File: src/rtl/fcvt_i2f_pipe_if.sv
// rtl/fcvt_i2f_pipe_if.sv - operand/result handshake bundle for the int-to-float pipeline
interface fcvt_i2f_pipe_if #(
    parameter int IW = 32,
    parameter int TW = 5
);
    logic          in_valid;
    logic          in_ready;
    logic [IW-1:0] in_data;
    logic          in_signed;
    logic [2:0]    in_rm;
    logic [TW-1:0] in_tag;
    logic          out_valid;
    logic          out_ready;
    logic [31:0]   out_data;
    logic          out_nx;
    logic [TW-1:0] out_tag;

    modport master (
        output in_valid, in_data, in_signed, in_rm, in_tag, out_ready,
        input  in_ready, out_valid, out_data, out_nx, out_tag
    );

    modport slave (
        input  in_valid, in_data, in_signed, in_rm, in_tag, out_ready,
        output in_ready, out_valid, out_data, out_nx, out_tag
    );
endinterface

File: src/rtl/fcvt_i2f_pipe.sv
// rtl/fcvt_i2f_pipe.sv - 3-stage integer to single-precision converter with IEEE rounding
module fcvt_i2f_pipe #(
    parameter int IW = 32,
    parameter int TW = 5
) (
    input  logic                 clk,
    input  logic                 rst_n,
    input  logic                 flush,
    fcvt_i2f_pipe_if.slave       bus
);
    localparam int              LZW     = $clog2(IW) + 1;
    localparam logic [7:0]      EXP_TOP = 8'(126 + IW);
    localparam logic [2:0]      RM_RTZ  = 3'b001;
    localparam logic [2:0]      RM_RDN  = 3'b010;
    localparam logic [2:0]      RM_RUP  = 3'b011;
    localparam logic [2:0]      RM_RMM  = 3'b100;

    function automatic logic [LZW-1:0] lzc_f(input logic [IW-1:0] v);
        logic [LZW-1:0] n;
        n = LZW'(IW);
        for (int i = 0; i < IW; i++) begin
            if (v[i]) n = LZW'(IW - 1 - i);
        end
        return n;
    endfunction

    logic           s1_valid_q, s2_valid_q, out_valid_q;
    logic           stall;

    logic           s1_sign_d, s1_sign_q;
    logic [IW-1:0]  s1_mag_d, s1_mag_q;
    logic [LZW-1:0] s1_lzc_d, s1_lzc_q;
    logic           s1_zero_q;
    logic [2:0]     s1_rm_q;
    logic [TW-1:0]  s1_tag_q;

    logic [IW-1:0]  norm;
    logic           s2_sign_q, s2_zero_q;
    logic [23:0]    s2_mant_d, s2_mant_q;
    logic           s2_g_d, s2_g_q, s2_s_d, s2_s_q;
    logic [7:0]     s2_exp_d, s2_exp_q;
    logic [2:0]     s2_rm_q;
    logic [TW-1:0]  s2_tag_q;

    logic           inc;
    logic [24:0]    mant_r;
    logic [7:0]     exp_r;
    logic [22:0]    frac_r;
    logic [31:0]    out_data_d, out_data_q;
    logic           out_nx_d, out_nx_q;
    logic [TW-1:0]  out_tag_q;
    logic           unused_hidden;

    assign stall        = out_valid_q & ~bus.out_ready;
    assign bus.in_ready = ~stall;

    always_comb begin
        s1_sign_d = bus.in_signed & bus.in_data[IW-1];
        s1_mag_d  = s1_sign_d ? (~bus.in_data + IW'(1)) : bus.in_data;
        s1_lzc_d  = lzc_f(s1_mag_d);
    end

    // A zero magnitude shifts out entirely, so g/s/mant are zero and exp is don't-care.
    always_comb begin
        norm      = s1_mag_q << s1_lzc_q;
        s2_mant_d = norm[IW-1:IW-24];
        s2_g_d    = norm[IW-25];
        s2_s_d    = |norm[IW-26:0];
        s2_exp_d  = EXP_TOP - 8'(s1_lzc_q);
    end

    always_comb begin
        case (s2_rm_q)
            RM_RTZ:  inc = 1'b0;
            RM_RDN:  inc = s2_sign_q & (s2_g_q | s2_s_q);
            RM_RUP:  inc = ~s2_sign_q & (s2_g_q | s2_s_q);
            RM_RMM:  inc = s2_g_q;
            default: inc = s2_g_q & (s2_s_q | s2_mant_q[0]);
        endcase
        mant_r     = {1'b0, s2_mant_q} + 25'(inc);
        exp_r      = s2_exp_q + 8'(mant_r[24]);
        frac_r     = mant_r[24] ? 23'd0 : mant_r[22:0];
        out_data_d = s2_zero_q ? 32'h0 : {s2_sign_q, exp_r, frac_r};
        out_nx_d   = ~s2_zero_q & (s2_g_q | s2_s_q);
    end

    assign unused_hidden = mant_r[23];

    always_ff @(posedge clk or negedge rst_n) begin
        if (!rst_n) begin
            s1_valid_q  <= 1'b0;
            s2_valid_q  <= 1'b0;
            out_valid_q <= 1'b0;
            out_data_q  <= 32'h0;
            out_nx_q    <= 1'b0;
            out_tag_q   <= '0;
        end else begin
            if (flush) begin
                s1_valid_q  <= 1'b0;
                s2_valid_q  <= 1'b0;
                out_valid_q <= 1'b0;
            end else if (!stall) begin
                s1_valid_q  <= bus.in_valid;
                s2_valid_q  <= s1_valid_q;
                out_valid_q <= s2_valid_q;
            end
            if (!stall && s2_valid_q) begin
                out_data_q <= out_data_d;
                out_nx_q   <= out_nx_d;
                out_tag_q  <= s2_tag_q;
            end
        end
    end

    always_ff @(posedge clk) begin
        if (!stall) begin
            s1_sign_q <= s1_sign_d;
            s1_mag_q  <= s1_mag_d;
            s1_lzc_q  <= s1_lzc_d;
            s1_zero_q <= (s1_mag_d == '0);
            s1_rm_q   <= bus.in_rm;
            s1_tag_q  <= bus.in_tag;
            s2_sign_q <= s1_sign_q;
            s2_zero_q <= s1_zero_q;
            s2_mant_q <= s2_mant_d;
            s2_g_q    <= s2_g_d;
            s2_s_q    <= s2_s_d;
            s2_exp_q  <= s2_exp_d;
            s2_rm_q   <= s1_rm_q;
            s2_tag_q  <= s1_tag_q;
        end
    end

    assign bus.out_valid = out_valid_q;
    assign bus.out_data  = out_data_q;
    assign bus.out_nx    = out_nx_q;
    assign bus.out_tag   = out_tag_q;
endmodule

File: src/flat_wrapper.sv
// flat-port wrapper written by rule: the top's interface ports become plain ports
module fcvt_i2f_pipe_flat 
#(
    parameter int IW = 32,
    parameter int TW = 5
)
  (clk, rst_n, flush, bus_in_valid, bus_in_data, bus_in_signed, bus_in_rm, bus_in_tag, bus_out_ready, bus_in_ready, bus_out_valid, bus_out_data, bus_out_nx, bus_out_tag);
  fcvt_i2f_pipe_if #(.IW(IW), .TW(TW)) bus_i ();
  input  logic clk;
  input  logic rst_n;
  input  logic flush;
  input wire logic [$bits(bus_i.in_valid)-1:0] bus_in_valid;
  input wire logic [$bits(bus_i.in_data)-1:0] bus_in_data;
  input wire logic [$bits(bus_i.in_signed)-1:0] bus_in_signed;
  input wire logic [$bits(bus_i.in_rm)-1:0] bus_in_rm;
  input wire logic [$bits(bus_i.in_tag)-1:0] bus_in_tag;
  input wire logic [$bits(bus_i.out_ready)-1:0] bus_out_ready;
  output wire logic [$bits(bus_i.in_ready)-1:0] bus_in_ready;
  output wire logic [$bits(bus_i.out_valid)-1:0] bus_out_valid;
  output wire logic [$bits(bus_i.out_data)-1:0] bus_out_data;
  output wire logic [$bits(bus_i.out_nx)-1:0] bus_out_nx;
  output wire logic [$bits(bus_i.out_tag)-1:0] bus_out_tag;
  assign bus_i.in_valid = bus_in_valid;
  assign bus_i.in_data = bus_in_data;
  assign bus_i.in_signed = bus_in_signed;
  assign bus_i.in_rm = bus_in_rm;
  assign bus_i.in_tag = bus_in_tag;
  assign bus_i.out_ready = bus_out_ready;
  assign bus_in_ready = bus_i.in_ready;
  assign bus_out_valid = bus_i.out_valid;
  assign bus_out_data = bus_i.out_data;
  assign bus_out_nx = bus_i.out_nx;
  assign bus_out_tag = bus_i.out_tag;
  fcvt_i2f_pipe #(.IW(IW), .TW(TW)) u_core (.clk(clk), .rst_n(rst_n), .flush(flush), .bus(bus_i));
endmodule
File: config.mk
export PLATFORM = sky130hd
export DESIGN_NAME = fcvt_i2f_pipe_flat
export DESIGN_NICKNAME = d
export VERILOG_FILES = /design/src/rtl/fcvt_i2f_pipe_if.sv /design/src/rtl/fcvt_i2f_pipe.sv /design/src/flat_wrapper.sv
export SDC_FILE = /design/constraint.sdc
export NUM_CORES = 1
export LEC_CHECK = 0
export ABC_AREA = 1
export ABC_CLOCK_PERIOD_IN_PS = 9300
export CAP_MARGIN = 20
export CORE_UTILIZATION = 62
export DETAILED_ROUTE_END_ITERATION = 16
export PLACE_DENSITY = 0.89
export SYNTH_ARGS = -nofsm -noshare
export SYNTH_HDL_FRONTEND = slang
export SYNTH_SLANG_ARGS = --single-unit
File: constraint.sdc
create_clock -name clk -period 9.3 [get_ports clk]
set_clock_uncertainty 0.1 [all_clocks]
set_input_delay 1.86 -clock clk [delete_from_list [all_inputs] [get_ports clk]]
set_output_delay 1.86 -clock clk [all_outputs]
set_load 0.1 [all_outputs]
## After elaboration in Yosys (flattened, before gate mapping)

Cells that the tools add are included.

| operators by class | value |
|---|---|
| bitwise logic cells | 13 |
| shifts and indexed selects | 1 |
| add/subtract/negate cells | 4 |
| mux-type cells | 41 |
| reduce and logical (&&, ||, !) cells | 9 |
| equal/unequal tests | 5 |

Operators by type and width:

| cell | count |
|---|---|
| $mux W5 | 15 |
| $mux W32 | 2 |
| $add A32 B1 Y32 const B | 1 |
| $logic_not A32 Y1 | 1 |
| $mux W4 | 8 |
| $not A32 Y32 | 1 |
| $shl A32 B6 Y32 | 1 |
| $reduce_or A31 Y1 | 1 |
| $add A24 B1 Y25 | 1 |
| $mux W23 | 1 |
| $reduce_or A16 Y1 | 1 |
| $mux W3 | 4 |
| $add A8 B1 Y8 | 1 |
| $reduce_or A8 Y1 | 1 |
| $sub A8 B6 Y8 const A | 1 |
| $mux W1 | 7 |
| $reduce_or A7 Y1 | 1 |
| $and A1 B1 Y1 | 6 |
| $eq A3 B2 Y1 const B | 2 |
| $mux W6 | 1 |
| $mux W2 | 2 |
| $not A1 Y1 | 4 |
| $pmux W1 S4 | 1 |
| $reduce_or A4 Y1 | 1 |
| 7 further kinds | 8 |

| word-level totals | value |
|---|---|
| logic and storage cells | 98 |
| input port bits | 46 |
| flip-flop bits (word level) | 133 |
| output and inout bits | 40 |

## Longest topological paths before layout

Gate-level depths: netlist of the first run.

| depth | value |
|---|---|
| depth in word-level cells | 34 |
| gate-level depth with buffers | 35 |
| gate-level depth less buffers | 35 |

## Least setup slack after synthesis of the first run

OpenSTA, ideal clock, no wires.

| path | value |
|---|---|
| path type | in2out |
| start point | in bus_out_ready |
| end point | out bus_in_ready |
| stages | 2 |
| path slack | 3.033 ns |
| data required time | 7.340 ns |
| arrival | 4.307 ns |
| buffers on the path | 0 |
| cell sequence | nor2_1 -> inv_1 |

| between the ends | value |
|---|---|
| cells in the longest elaborated chain, start to end | 3 |

Ends and longest elaborated chain:

| item | RTL line | RTL |
|---|---|---|
| from (decl) | flat_wrapper.sv:17 | `input wire logic [$bits(bus_i.out_ready)-1:0] bus_out_ready;` |
| $not A1 Y1 | fcvt_i2f_pipe.sv:54 | `assign stall = out_valid_q & ~bus.out_ready;` |
| $and A1 B1 Y1 | fcvt_i2f_pipe.sv:54 |  |
| $not A1 Y1 | fcvt_i2f_pipe.sv:55 | `assign bus.in_ready = ~stall;` |
| to (decl) | flat_wrapper.sv:18 | `output wire logic [$bits(bus_i.in_ready)-1:0] bus_in_ready;` |

Every way passes these cells.

## Worst setup path in the final report of the first run

Same ends and word-level chain as after synthesis.

==> results.cfg, run 1 <==
[floorplan]
fp.coreArea_um2 = 12200
ios = 86
dieHeight_um = 114
die_area_um2 = 13100
rows = 40
dieWidth_um = 114
initial_utilization_pct = 64.2

[yosys]
netlist_instances = 937
ys_seq_area_share_pct = 48.5
syn_nets = 990
synth-seq-cells = 133
yosys_warnings = 0
async_reset_ff_share_pct = 30.8
synth_flop_cell = edfxtp_1
synth_compound_area_share_pct = 12.7
syn_area_um2 = 7810
synth_xor_xnor_area_share_pct = 4.49
yosys.area_share.adder_pct = 1.12
muxShareOfSynthArea_pct = 0.897
synth_top_family_by_area = simple AND/OR/NAND/NOR gates
yosys.cell_types.count = 56
synth-edff-count = 92
avgSynthCellArea_um2 = 8.34
yosys.area_share.simple_pct = 25.2

[worst_setup_path]
r2r_setup_slack_ps = 4910
worstSetupStartpointType = input port
crit_type = input port to output pin
end_kind = output pin
critPathRequiredTime_ps = 7340
cp_data_arrival_time_ps = 3740
cp_max_fo = 6

[timing]
setup_violations = 0
rsz0062_at_grt = no
post-route-min-period_ps = 5700
tns_ps = 0
hold_violations = 0
slew_violations = 0
fmax_mhz = 175
timing.final.crit_share_pct = 61.3
fin_ws_ps = 3600
slew_headroom_pct = 28.8
max_slew.worst_pin.slew_ps = 1070
timing.hold.ws_ps = 314

[cts]
cts_root_buf = clkbuf_16
path_clk_slew_ps = 60
clockBufferDepth = 2
cts_made_buffers = 17
cts_hold_buf = 0
ctsHtreeMaxLevel = 4
cts_tree = yes
cts.sinks = 133
cts_setup_buffers = 0
clk-insertion-delay-late_ps = 410
cts_resized = 0

[finish]
nFillCells = 836
final_cell_mix = nand2_1, inv_1, edfxtp_1
final_util_pct = 76.8
drive_gt1_share_pct = 8.81
stdcell_area_um2 = 9350
final_common_cell = nand2_1
antenna_cells = 0
fin_nets = 1063
syn_to_final_growth_pct = 19.6

[global_route]
grt_pass1_wl_um = 27400
first_global_vias = 6112
grt_max_degree = 91
track_usage_pct = 26.7
grt-ovfl-total = 0
antenna_found_initial = 0

[place]
place.port_buffers = 85
place_area_um2 = 8750
dp_hpwl_um = 11700
pre_cts_slack_ps = 3590
place_congestion = 0.980

[routing]
drc_errors = 0
vias_per_cell = 5.54
drtAntennaViolNets = 0
routedWlPerCell_um = 13.7
drt_wl_total_um = 16400
drtPass1Iterations = 5
drt-initial-drc-count = 505
detailroute.via_count = 6588

[flow_run]
cap_violations = 0

[power]
pwr_density_cell_nw_per_um2 = 263
p_leak_nw = 4.12
ir_worst_vdd_uv = 154

[status]
status = completed

[hold_path]
hold_path_class = flip-flop to flip-flop
## stage by stage
stage,instances,total power [mW]
finish,1190,2.46
global route,1190,2.56
CTS,1190,2.46
detailed placement,1159,1.80
global placement,1159,1.77
floorplan,937,1.56
## layer usage
metal	vias to the layer above	wire length, µm	track usage [%]
met1	3014	6970	32.3
met4	0	371	10.0
met3	39	787	4.66
met2	256	8230	47.8
li1	3279	-	-
met5	-	0	0
## worst max-delay path, cell delays in order
cell and delay [ps]:
clkdlybuf4s50_1 400, nor2_1 270, clkinv_2 200, clkdlybuf4s50_1 1010
## flip-flops by register name (all words and copies together) (netlist names)
name,count
u_core.s1_lzc_q,6
u_core.s2_exp_q,8
u_core.bus.out_tag,5
u_core.s2_zero_q,1
u_core.s2_tag_q,5
u_core.s1_valid_q,1
u_core.s1_zero_q,1
u_core.s2_s_q,1
u_core.s2_g_q,1
u_core.s1_mag_q,32
u_core.s2_valid_q,1
u_core.s1_rm_q,3
u_core.s2_sign_q,1
u_core.s1_tag_q,5
u_core.bus.out_nx,1
u_core.s2_mant_q,24
u_core.s1_sign_q,1
u_core.bus.out_data,32
u_core.s2_rm_q,3
u_core.bus.out_valid,1
## where the power goes
| group | internal (mW) | switching, mW | total, mW |
|---|---|---|---|
| clock network | 0.421 | 0.234 | 0.655 |
| logic | 0.248 | 0.699 | 0.947 |
| registers | 0.778 | 0.0759 | 0.854 |
| total | 1.45 | 1.01 | 2.46 |
## logic make-up after synthesis
group	after synthesis
DFF	133
and+or+nand+nor	449
adders and majority gates	7
AOI/OAI and AO/OA	164
muxes	7
xor gates and xnor gates	34
buffers and inverters	143
## final timing paths
kind | cells after the start | start | end
setup / recovery | 4 | bus_out_ready | bus_in_ready
hold / removal | 0 | u_core.s1_tag_q[2] | u_core.s2_tag_q[2]
setup reg to reg | 29 | u_core.s2_sign_q | u_core.bus.out_data[30]
hold reg to reg | 0 | u_core.s1_tag_q[2] | u_core.s2_tag_q[2]
max in group asynchronous | 1 | rst_n | u_core.bus.out_data[19]
min in group asynchronous | 1 | rst_n | u_core.bus.out_tag[4]
## layout make-up
cell class              count  area (µm²)  area share [%]
clock buffers              25         529            5.66
clock inverters             6        62.6           0.669
inverters                 107         403            4.31
multi-input cells         661        3470            37.1
flip-flops and latches    133        3790            40.5
well taps                 168         210            2.25
repair buffers             90         883            9.45
## cell usage after synthesis, drive strengths merged (3+ instances only)
library cell    n  area [µm²]
nand2         249         937
nor4            7        65.1
edfxtp         92        2760
xnor2           8        77.6
ha              7        87.6
dfrtp          41        1030
o31ai           8        60.1
buf             8        47.5
a21oi          16        91.3
mux2i           7        70.1
a22o            6        52.6
nand4           7        62.6
xor2           26         273
o21ai         100         523
clkbuf         28         105
nor3           10        87.6
a31o            3        26.3
nand3          70         370
nor2          101         409
inv           105         394
o22ai          11        68.8
o32ai           4        35.0
a31oi           6        37.5
No activity file was read; power rests on OpenSTA's default activity.
==> run 2: changes to the inputs <==
ABC_CLOCK_PERIOD_IN_PS = 5950   (was 9300)
CORE_UTILIZATION = 57   (was 62)
PLACE_DENSITY = 0.83   (was 0.89)
clock period = 5.95 ns   (was 9.3 ns; I/O delays follow)
==> results.cfg, run 2 (synthesis gave the netlist of run 1 again) <==
[floorplan]
fp.coreArea_um2 = 13300
dieHeight_um = 119
dieWidth_um = 119
initial_utilization_pct = 58.8
rows = 42
ios = 86
die_area_um2 = 14200

[timing]
rsz0062_at_grt = no
max_slew.worst_pin.slew_ps = 979
hold_violations = 0
timing.final.crit_share_pct = 73.4
post-route-min-period_ps = 4370
tns_ps = 0
fmax_mhz = 229
fin_ws_ps = 1580
slew_violations = 0
setup_violations = 0
slew_headroom_pct = 34.5

[power]
internal-power_mw = 2.24
p_leak_nw = 4.13
ir_worst_vdd_uv = 245
pwr_density_cell_nw_per_um2 = 411
switchingPower_mw = 1.62
p_sw_share_pct = 41.9
clkPwrFrac_pct = 27.2
p_seq_share_pct = 34.5
combPwrFrac_pct = 38.3

[global_route]
track_usage_pct = 24.2
first_global_vias = 6024
grt-ovfl-total = 0
antenna_found_initial = 0
grt_pass1_wl_um = 27400
grt_max_degree = 51

[cts]
cts_setup_buffers = 0
path_clk_slew_ps = 60
cts.sinks = 133
cts_tree = yes
clockBufferDepth = 2
cts_made_buffers = 17
cts_resized = 0
clk-insertion-delay-late_ps = 410
cts_root_buf = clkbuf_16
ctsHtreeMaxLevel = 4
cts_hold_buf = 0

[finish]
drive_gt1_share_pct = 9.56
fin_cells = 1201
final_cell_mix = nand2_1, inv_1, edfxtp_1
final_common_cell = nand2_1
fin_nets = 1065
syn_to_final_growth_pct = 20.1
nFillCells = 1057
antenna_cells = 0
seqCellArea_um2 = 3790
multi_input_area_um2 = 3470

[place]
place_congestion = 0.916
dp_hpwl_um = 11900
pre_cts_slack_ps = 1360
dpl.cell_count = 1169
place.port_buffers = 85

[worst_setup_path]
crit_type = flip-flop to flip-flop
cp_max_fo = 3
critPathRequiredTime_ps = 6150
r2r-end = u_core.bus.out_data[30]
worstSetupStartpointType = flip-flop
end_kind = flip-flop
r2r-start = u_core.s2_sign_q
r2r_setup_slack_ps = 1580
r2r_cells = 29
cp_data_arrival_time_ps = 4560
critPathSlowestCell = edfxtp_1
slowest_delay_ps = 460

[hold_path]
hold_path_class = flip-flop to flip-flop
min-delay-start = u_core.s1_rm_q[2]
holdPathStages = 0
min_to = u_core.s2_rm_q[2]

[routing]
drt_wl_total_um = 15800
drtPass1Iterations = 6
drtAntennaViolNets = 0
vias_per_cell = 5.31
drt-initial-drc-count = 513
routedWlPerCell_um = 13.2
detailroute.via_count = 6381
drc_errors = 0

[flow_run]
cap_violations = 0

[status]
status = completed
## run 2: final cells by class
type	count	area share [%]
clock buffer	19	5.07
timing repair buffer	92	9.55
tap	176	2.35
inverter	107	4.29
sequential	133	40.4
clock inverter	13	1.40
multi-input combinational	661	37.0
## run 2: metal layers
layer / part of all wire [%] / track usage [%] / vias to the layer above / wire, µm
met5: 0 / 0 / - / 0
met4: 2.8 / 10.4 / 0 / 448
met3: 3.6 / 3.59 / 33 / 573
met2: 48 / 41.2 / 165 / 7620
met1: 45 / 30.7 / 2894 / 7170
li1: - / - / 3289 / -
## run 2: through the flow
step / util (%) / hold slack, ps / total power [mW] / cell area (µm²)
6_report: 70.6 / 317 / 3.86 / 9380
3_5_place_dp: 66.0 / 305 / 2.81 / 8780
5_1_grt: 70.6 / 316 / 4.04 / 9380
2_1_floorplan: - / 300 / 2.44 / 7810
3_3_place_gp: 66.0 / 301 / 2.79 / 8780
4_1_cts: 70.6 / 319 / 3.86 / 9380
## run 2: power groups by stage
stage                     Clock [mW]  Combinational (mW)  Sequential [mW]
after floorplan                    0               0.518             1.92
after global placement             0                1.46             1.33
after detailed placement           0                1.47             1.34
after CTS                       1.05                1.48             1.33
after global routing            1.10                1.59             1.35
final                           1.05                1.48             1.33
## run 2: worst max-delay path: cells and delay by family (launching register included)
family / cells / cell delay (ps)
compound gates: 3 / 390
xor+xnor: 1 / 170
flops: 1 / 460
fa+ha+maj: 3 / 550
buf+inv: 3 / 190
simple gates: 19 / 2380
## run 2: worst max-delay path by stage
stage                                start                       to  slack, ps  depth (start not counted)
after global routing      u_core.s2_sign_q  u_core.bus.out_data[30]       1210                         29
after detailed placement   bus_in_data[31]       u_core.s1_lzc_q[0]       1360                         34
after floorplan              bus_out_ready             bus_in_ready       1020                          2
after global placement     bus_in_data[31]       u_core.s1_lzc_q[0]       1430                         34
after CTS                 u_core.s2_sign_q  u_core.bus.out_data[30]       1560                         29
final                     u_core.s2_sign_q  u_core.bus.out_data[30]       1580                         29
==> run 3: changes to the inputs <==
ABC_CLOCK_PERIOD_IN_PS = 3600   (was 5950)
CORE_UTILIZATION = 52   (was 57)
PLACE_DENSITY = 0.79   (was 0.83)
clock period = 3.6 ns   (was 5.95 ns; I/O delays follow)
==> results.cfg, run 3 (synthesis gave the netlist of run 1 again) <==
[flow_run]
cap_violations = 0

[finish]
syn_to_final_growth_pct = 32.0
seqCellArea_um2 = 3790
antenna_cells = 0
final_util_pct = 70.7
nFillCells = 1085
drive_gt1_share_pct = 18.7
final_common_cell = nand2_1
final_cell_mix = nand2_1, edfxtp_1, inv_1
fin_nets = 1151
multi_input_area_um2 = 3670

[power]
p_leak_nw = 4.65
ir_worst_vdd_uv = 426
p_total_mw = 6.59
pwr_density_cell_nw_per_um2 = 640

[worst_setup_path]
slowest_delay_ps = 440
critPathSlowestCell = edfxtp_1
r2r_cells = 29
r2r-start = u_core.s2_rm_q[0]
cp_data_arrival_time_ps = 4210
end_kind = flip-flop
critPathRequiredTime_ps = 3800
crit_type = flip-flop to flip-flop
worstSetupStartpointType = flip-flop
worst_path_most_repeated_cell = nor2_4
cp_max_fo = 3
r2r-end = u_core.bus.out_data[27]
r2r_setup_slack_ps = -410

[global_route]
antenna_found_initial = 0
track_usage_pct = 23.8
grt_max_degree = 83
grt-ovfl-total = 0
first_global_vias = 6425
grt_pass1_wl_um = 29800

[cts]
clk-insertion-delay-late_ps = 420
path_clk_slew_ps = 60
cts_hold_buf = 0
cts.sinks = 133
clockBufferDepth = 2
cts_tree = yes
cts_made_buffers = 17
ctsHtreeMaxLevel = 4
cts_root_buf = clkbuf_16

[floorplan]
initial_utilization_pct = 53.5
dieHeight_um = 125
fp.coreArea_um2 = 14600
dieWidth_um = 125
ios = 86
rows = 44
die_area_um2 = 15500

[place]
place.port_buffers = 85
dp_hpwl_um = 12500
place_congestion = 0.895

[timing]
timing.final.crit_share_pct = 111
fin_ws_ps = -411
hold_violations = 0
slew_violations = 0
slew_headroom_pct = 33.1
fmax_mhz = 249
max_slew.worst_pin.slew_ps = 1000
setup_violations = 28
rsz0062_at_grt = yes
post-route-min-period_ps = 4010

[routing]
routedWlPerCell_um = 14.3
drtPass1Iterations = 5
drt_wl_total_um = 18500
vias_per_cell = 5.34
detailroute.via_count = 6916
drt-initial-drc-count = 607
drtAntennaViolNets = 0
drc_errors = 0

[status]
status = complete, but fails checks
violations = setup timing

[hold_path]
hold_path_class = input port to async pin
==> run 3: cell types whose count changed in the layout (fill, tap and decap cells not counted), moves of 4 or more <==
cell	previous run	this run
o21ai_0	90	78
nor2_4	1	7
nand3_1	66	62
o21ai_1	6	17
ha_4	0	4
clkdlybuf4s50_1	83	78
dlymetal6s2s_1	0	5
nor2_1	91	87
buf_4	8	89
ha_1	7	2
==> run 3: cell type report <==
class | count | share of cell area [%]
repair buffers | 178 | 15.5
flip-flops and latches | 133 | 36.8
clock buffers | 24 | 5.19
clock inverters | 8 | 0.777
inverters | 107 | 3.93
well taps | 184 | 2.23
multi-input cells | 661 | 35.6
==> run 3: through the flow <==
step	area, µm²	instances	setup TNS (ps)	hold slack, ps	worst slack (ps)
2_1_floorplan	7820	937	-31.9	300	-31.9
3_3_place_gp	9270	1238	-845	301	-180
3_5_place_dp	9270	1238	-6340	305	-608
4_1_cts	10200	1287	-4480	318	-465
5_1_grt	10300	1295	-9080	321	-589
6_report	10300	1295	-3560	315	-411
==> run 3: worst max-delay path by stage <==
stage | start | endpoint
after global routing | u_core.s2_rm_q[0] | u_core.bus.out_data[27]
final | u_core.s2_rm_q[0] | u_core.bus.out_data[27]
after detailed placement | u_core.s2_rm_q[0] | u_core.bus.out_data[29]
after global placement | u_core.s2_rm_q[0] | u_core.bus.out_data[30]
after CTS | u_core.s2_rm_q[0] | u_core.bus.out_data[30]
after floorplan | u_core.s2_rm_q[0] | u_core.bus.out_data[30]
==> run 3: repair_timing <==
item,4_1_cts,5_1_grt
gates resized for setup,32,32
pin swaps,14,25
endpoints found under the setup margin,30,33
buffers inserted,16,9
cloned,1,0
hold endpoints to repair,0,0
==> run 3: worst max-delay path: cells and delay by family, from the launching register on <==
kind	cells	cell delay [ps]
fa+ha+maj	4	610
compound gates	3	530
flops	1	440
buf+inv	4	310
simple gates	18	1870
==> run 3: power by group <==
part | leakage (nW) | total, mW | internal, mW | switching (mW)
Combinational | 2.85 | 2.60 | 0.727 | 1.88
Sequential | 1.50 | 2.24 | 2.01 | 0.225
Clock | 0.305 | 1.76 | 1.12 | 0.639
Total | 4.65 | 6.59 | 3.85 | 2.74
==> run 3: layer usage <==
| metal | GRT usage, % | wire length [µm] |
|---|---|---|
| met1 | 28.9 | 7880 |
| met2 | 41.1 | 9230 |
| met3 | 4.30 | 751 |
| met4 | 11.0 | 614 |
| met5 | 0 | 0 |
